==> src/rtl/word_fetch.sv <==
// -----------------------------------------------------------------------------
// word_fetch
//
// Picks the next word for the game from a ROM word bank. On a start request
// the 5-bit pseudo-random value coming from the random-number stage is
// qualified as a word index. A value qualifies when it lies inside the
// populated part of the bank and differs from the index of the previous word.
// Rejected values are retried on the following cycles with whatever the
// random stage offers next. After MAX_RETRY rejections a deterministic
// fallback index is used so that the fetch always completes. The chosen index
// is driven onto the ROM address and, after the ROM read latency, the word is
// captured and offered downstream with a valid/ack handshake.
//
// Ports
//   clock       in   1       system clock, rising edge
//   reset       in   1       synchronous active-high reset
//   start       in   1       request a new word (honoured in IDLE, or in HOLD
//                            together with word_ack)
//   rnd_in      in   ADDR_W  pseudo-random candidate index
//   rom_addr    out  ADDR_W  registered ROM word-bank address
//   rom_data    in   WORD_W  ROM read data, valid ROM_LAT cycles after
//                            rom_addr changes
//   word_out    out  WORD_W  captured word, stable while word_valid is high
//   word_index  out  ADDR_W  index of word_out
//   word_valid  out  1       word is being offered (HOLD)
//   word_ack    in   1       downstream consumed the word
//   busy        out  1       a fetch is in progress (SAMPLE or READ)
// -----------------------------------------------------------------------------
module word_fetch #(
  parameter int ADDR_W    = 5,
  parameter int WORD_W    = 40,
  parameter int NUM_WORDS = 20,
  parameter int ROM_LAT   = 1,
  parameter int MAX_RETRY = 8
) (
  input  logic              clock,
  input  logic              reset,
  input  logic              start,
  input  logic [ADDR_W-1:0] rnd_in,
  output logic [ADDR_W-1:0] rom_addr,
  input  logic [WORD_W-1:0] rom_data,
  output logic [WORD_W-1:0] word_out,
  output logic [ADDR_W-1:0] word_index,
  output logic              word_valid,
  input  logic              word_ack,
  output logic              busy
);

  // Counter widths: the retry counter must be able to reach MAX_RETRY, the
  // wait counter only counts 0..ROM_LAT-1.
  localparam int RETRY_W = $clog2(MAX_RETRY + 1);
  localparam int WAIT_W  = (ROM_LAT > 1) ? $clog2(ROM_LAT) : 1;

  localparam logic [RETRY_W-1:0] RETRY_LAST = RETRY_W'(MAX_RETRY - 1);
  localparam logic [RETRY_W-1:0] RETRY_ONE  = RETRY_W'(1);
  localparam logic [WAIT_W-1:0]  WAIT_LAST  = WAIT_W'(ROM_LAT - 1);
  localparam logic [WAIT_W-1:0]  WAIT_ONE   = WAIT_W'(1);
  localparam logic [ADDR_W-1:0]  ADDR_ONE   = ADDR_W'(1);
  localparam logic [ADDR_W-1:0]  LAST_IDX   = ADDR_W'(NUM_WORDS - 1);

  // The range test is done one bit wider than the index so that a fully
  // populated bank (NUM_WORDS = 2**ADDR_W) does not wrap the bound to zero.
  localparam logic [ADDR_W:0] NUM_WORDS_EXT = (ADDR_W + 1)'(NUM_WORDS);

  typedef enum logic [1:0] {
    S_IDLE,
    S_SAMPLE,
    S_READ,
    S_HOLD
  } state_t;

  state_t              state_q,     state_d;
  logic [ADDR_W-1:0]   rom_addr_q,  rom_addr_d;
  logic [WORD_W-1:0]   word_q,      word_d;
  logic [ADDR_W-1:0]   index_q,     index_d;
  logic                have_last_q, have_last_d;
  logic [RETRY_W-1:0]  retry_q,     retry_d;
  logic [WAIT_W-1:0]   wait_q,      wait_d;

  logic                in_range;
  logic                not_repeat;
  logic                sample_ok;
  logic [ADDR_W-1:0]   fallback_idx;

  // Candidate qualification. Before the first completed fetch there is no
  // previous word, so any in-range value is acceptable.
  assign in_range   = ({1'b0, rnd_in} < NUM_WORDS_EXT);
  assign not_repeat = !have_last_q || (rnd_in != index_q);
  assign sample_ok  = in_range && not_repeat;

  // Fallback walks to the word after the previous one, wrapping at the end
  // of the populated bank; with no previous word it starts at entry 0.
  assign fallback_idx = !have_last_q        ? '0 :
                        (index_q == LAST_IDX) ? '0 :
                        index_q + ADDR_ONE;

  // State and datapath registers, all cleared by reset.
  always_ff @(posedge clock) begin
    if (reset) begin
      state_q     <= S_IDLE;
      rom_addr_q  <= '0;
      word_q      <= '0;
      index_q     <= '0;
      have_last_q <= 1'b0;
      retry_q     <= '0;
      wait_q      <= '0;
    end else begin
      state_q     <= state_d;
      rom_addr_q  <= rom_addr_d;
      word_q      <= word_d;
      index_q     <= index_d;
      have_last_q <= have_last_d;
      retry_q     <= retry_d;
      wait_q      <= wait_d;
    end
  end

  // Next-state logic. Everything holds by default; rom_addr only moves on an
  // accept or a fallback, and the word/index only move at the end of READ.
  always_comb begin
    state_d     = state_q;
    rom_addr_d  = rom_addr_q;
    word_d      = word_q;
    index_d     = index_q;
    have_last_d = have_last_q;
    retry_d     = retry_q;
    wait_d      = wait_q;

    case (state_q)
      S_IDLE: begin
        if (start) begin
          state_d = S_SAMPLE;
          retry_d = '0;
        end
      end

      S_SAMPLE: begin
        if (sample_ok) begin
          rom_addr_d = rnd_in;
          wait_d     = '0;
          state_d    = S_READ;
        end else if (retry_q == RETRY_LAST) begin
          // This rejection would reach the retry limit: take the fallback.
          rom_addr_d = fallback_idx;
          retry_d    = retry_q + RETRY_ONE;
          wait_d     = '0;
          state_d    = S_READ;
        end else begin
          retry_d = retry_q + RETRY_ONE;
        end
      end

      S_READ: begin
        if (wait_q == WAIT_LAST) begin
          word_d      = rom_data;
          index_d     = rom_addr_q;
          have_last_d = 1'b1;
          state_d     = S_HOLD;
        end else begin
          wait_d = wait_q + WAIT_ONE;
        end
      end

      S_HOLD: begin
        if (word_ack) begin
          if (start) begin
            state_d = S_SAMPLE;
            retry_d = '0;
          end else begin
            state_d = S_IDLE;
          end
        end
      end

      default: begin
        state_d = S_IDLE;
      end
    endcase
  end

  assign rom_addr   = rom_addr_q;
  assign word_out   = word_q;
  assign word_index = index_q;
  assign word_valid = (state_q == S_HOLD);
  assign busy       = (state_q == S_SAMPLE) || (state_q == S_READ);

endmodule

==> config.mk <==
export PLATFORM = sky130hd
export DESIGN_NAME = word_fetch
export DESIGN_NICKNAME = d
export VERILOG_FILES = /design/src/rtl/word_fetch.sv
export SDC_FILE = /design/constraint.sdc
export NUM_CORES = 1
export LEC_CHECK = 0
export ABC_AREA = 1
export ABC_CLOCK_PERIOD_IN_PS = 1900
export CORE_MARGIN = 2
export CORE_UTILIZATION = 35
export DETAILED_ROUTE_END_ITERATION = 10
export DONT_BUFFER_PORTS = 1
export GPL_ROUTABILITY_DRIVEN = 0
export PLACE_DENSITY_LB_ADDON = 0.25
export SETUP_SLACK_MARGIN = 0.02
export SYNTH_ARGS = -nofsm -noshare
export SYNTH_HDL_FRONTEND = slang
export SYNTH_SLANG_ARGS = --single-unit
==> constraint.sdc <==
create_clock -name clock -period 1.9 [get_ports clock]
set_input_delay 0.285 -clock clock [delete_from_list [all_inputs] [get_ports clock]]
set_output_delay 0.285 -clock clock [all_outputs]
set_load 0.005 [all_outputs]
==> flow_summary.toml <==
[status]
run_status = "completed"

[floorplan]
dieArea_um2 = 7737
start_util = 0.3632
die_width_um = 87.96
fp-row-count = 30
design.core.area_um2 = 6794
dieHeight_um = 87.96
pin_count = 101

[placed_design]
io_buffers = 0
dp_slack_ns = 0.3488
place_area_um2 = 2580
dp_hpwl_um = 3875
dp.cells = 429

[clock_network]
clk_pin_slew_worst_paths_ns = 0.06
hold_buffers = 0
cts.repair.resized = 0
cts_max_level = 3
cts-root-buf = "clkbuf_8"
cts_setup_buffers = 0
cts_tree = "yes"
cts_buffer_depth = 2
cts_num_sinks = 57
cts_buffers = 9
clk_latency_ns = 0.33

[global_routing]
grt_max_degree = 42
met3_usage = 0.07540
grt_pass1_vias = 2093
grt_pass1_wl_um = 9218
grt_usage = 0.1536
met1_usage = 0.1733
antenna_found_initial = 0
grt.busiest_layer = "met2"
grtUsageMet2 = 0.2486
overflow = 0

[critical_path]
crit_slowest_cell = "dfxtp_1"
path_class = "flop to flop"
path_cells = "inv_1, ha_1, nor2_1, nand3_1, nand2_1, nor2_1"
start_kind = "flop"
crit_path_frequent_cell = "nor2_1"
worstPathRequired_ns = 2.12
critPathMaxFanout = 8
arrival_ns = 1.76
cp_slowest_stage_delay_ns = 0.42
worst_setup_path_end_kind = "flop"

[logic_synthesis]
synth_edf_count = 0
synth.area.top_cells = "dfxtp_1 (46%), nor2_1 (16%), o21ai_0 (10%)"
syn_avg_cell_area_um2 = 7.193
async_reset_ff_frac = 0
synth_top_area_frac = 0.4625
synthFlopType = "dfxtp_1"
synth_top_area_cell = "dfxtp_1"
yosysSeqAreaShare = 0.4625
synthesis.area_um2 = 2467
netlist_instances = 343
synth.distinct_cells = 23
yosys_warnings = 0
ys_ff_latch = 57
synth_nets = 400

[sta]
rsz0062_at_grt = "false"
tightest_slew_ns = 0.5160
setup_tns_ns = 0
min_period_over_period = 0.8115
finClkSkew_ns = 0.007142
layout_setup_ws_ns = 0.3582
slew-limit-headroom = 0.6548
hold_violations = 0
drv_slew = 0
fin_crit_ns = 1.542
finalSetupViolCount = 0
fmax_mhz = 648.6

[run]
max-cap-violations = 0

[final_layout]
final_cell_mix = "nor2_1 (102), dfxtp_1 (57), o21ai_0 (50)"
final_common_cell = "nor2_1"
stdcell_area_um2 = 2750
area_growth_pct = 11.46
drive_above_1_share = 0.09195
final_cells = 444
nets = 401
diodes = 0

[worst_hold_path]
hp-class = "primary input to flop"

[pwr]
intPower_mw = 2.577
p_comb_frac = 0.293
power_per_cell_area_nw_per_um2 = 1528
p_switching_mw = 1.625
p_clk_frac = 0.231
swShare = 0.3866
seqPwrFrac = 0.476
peakVddDrop_mv = 0.5543
p_leak_nw = 1.237

[route]
antenna_left = 0
vias = 2104
drt_first_iter_violations = 47
wl_per_cell_um = 12.56
totalWireLength_um = 5576
drtPass1Iterations = 6
viasPerCell = 4.739
drc = 0
-- through the flow --
| step | power, mW | hold slack, ns | utilization |
|---|---|---|---|
| after floorplan | 2.910 | 0.3541 | - |
| after global placement | 3.231 | 0.3561 | 0.3797 |
| after detailed placement | 3.266 | 0.3568 | 0.3797 |
| after CTS | 4.262 | 0.003509 | 0.4048 |
| after global routing | 4.573 | 0.008701 | 0.4048 |
| final | 4.202 | 0.02790 | 0.4048 |
-- Yosys cell counts, drive strengths merged, types with 3 or more instances --
master,number
clkbuf,13
nand3,14
nand2,46
xor2,3
dfxtp,57
inv,26
buf,3
o21ai,52
nor2,104
ha,8
a21oi,13
-- cells by family (layout without fill, tap and decap cells) --
| family | count (synthesis) | after routing | share of synthesized area |
|---|---|---|---|
| AOI/OAI and AO/OA | 68 | 68 | 0.1410 |
| xor gates and xnor gates | 4 | 4 | 0.01420 |
| DFF | 57 | 57 | 0.4625 |
| adders and majority gates | 8 | 8 | 0.04057 |
| and+or+nand+nor | 164 | 164 | 0.2748 |
| buffers and inverters | 42 | 47 | 0.06694 |
-- power by group through the flow --
| stage | sequential, mW | clock (mW) | combinational [mW] |
|---|---|---|---|
| after floorplan | 1.92 | 0 | 0.993 |
| after global placement | 2.03 | 0 | 1.20 |
| after detailed placement | 2.02 | 0 | 1.24 |
| after CTS | 2.01 | 1.01 | 1.25 |
| after global routing | 2.06 | 1.06 | 1.45 |
| final | 2.00 | 0.972 | 1.23 |
-- sequential cells by signal (all words and copies together), names as in the netlist --
signal,count
rom_addr,5
word_index,5
state_q,2
word_out,40
retry_q,4
have_last_q,1
-- layout make-up --
| cell class | count | area, um^2 |
|---|---|---|
| Timing Repair Buffer | 6 | 57.56 |
| Clock buffer | 10 | 137.6 |
| Fill cell | 699 | 4044 |
| Tap cell | 96 | 120.1 |
| Sequential cell | 57 | 1141 |
| Multi-Input combinational cell | 244 | 1161 |
| Clock inverter | 5 | 32.53 |
| Inverter | 26 | 100.1 |
-- metal layers --
metal / share of wire / vias to the layer above
li1: - / 1091
met1: 0.45 / 936
met2: 0.45 / 72
met3: 0.094 / 5
met4: 0.012 / 0
met5: 0 / -
-- worst max-delay path: cells and delay by family (launching register included) --
family | cells | cell delay [ns]
fa+ha+maj | 1 | 0.21
buf+inv | 1 | 0.13
flops | 1 | 0.42
simple gates | 4 | 0.68
-- path summary, 6_finish.rpt --
path / from / to / slack, ns / cells after the start
setup / recovery: state_q[0]$_SDFFE_PP0P_ / retry_q[3]$_SDFFE_PP0P_ / 0.36 / 6
hold / removal: reset / have_last_q$_SDFFE_PP0N_ / 0.03 / 1
setup reg to reg: state_q[0]$_SDFFE_PP0P_ / retry_q[3]$_SDFFE_PP0P_ / 0.36 / 6
hold reg to reg: retry_q[3]$_SDFFE_PP0P_ / retry_q[3]$_SDFFE_PP0P_ / 0.49 / 2
Power figures use the tool's default switching activity.
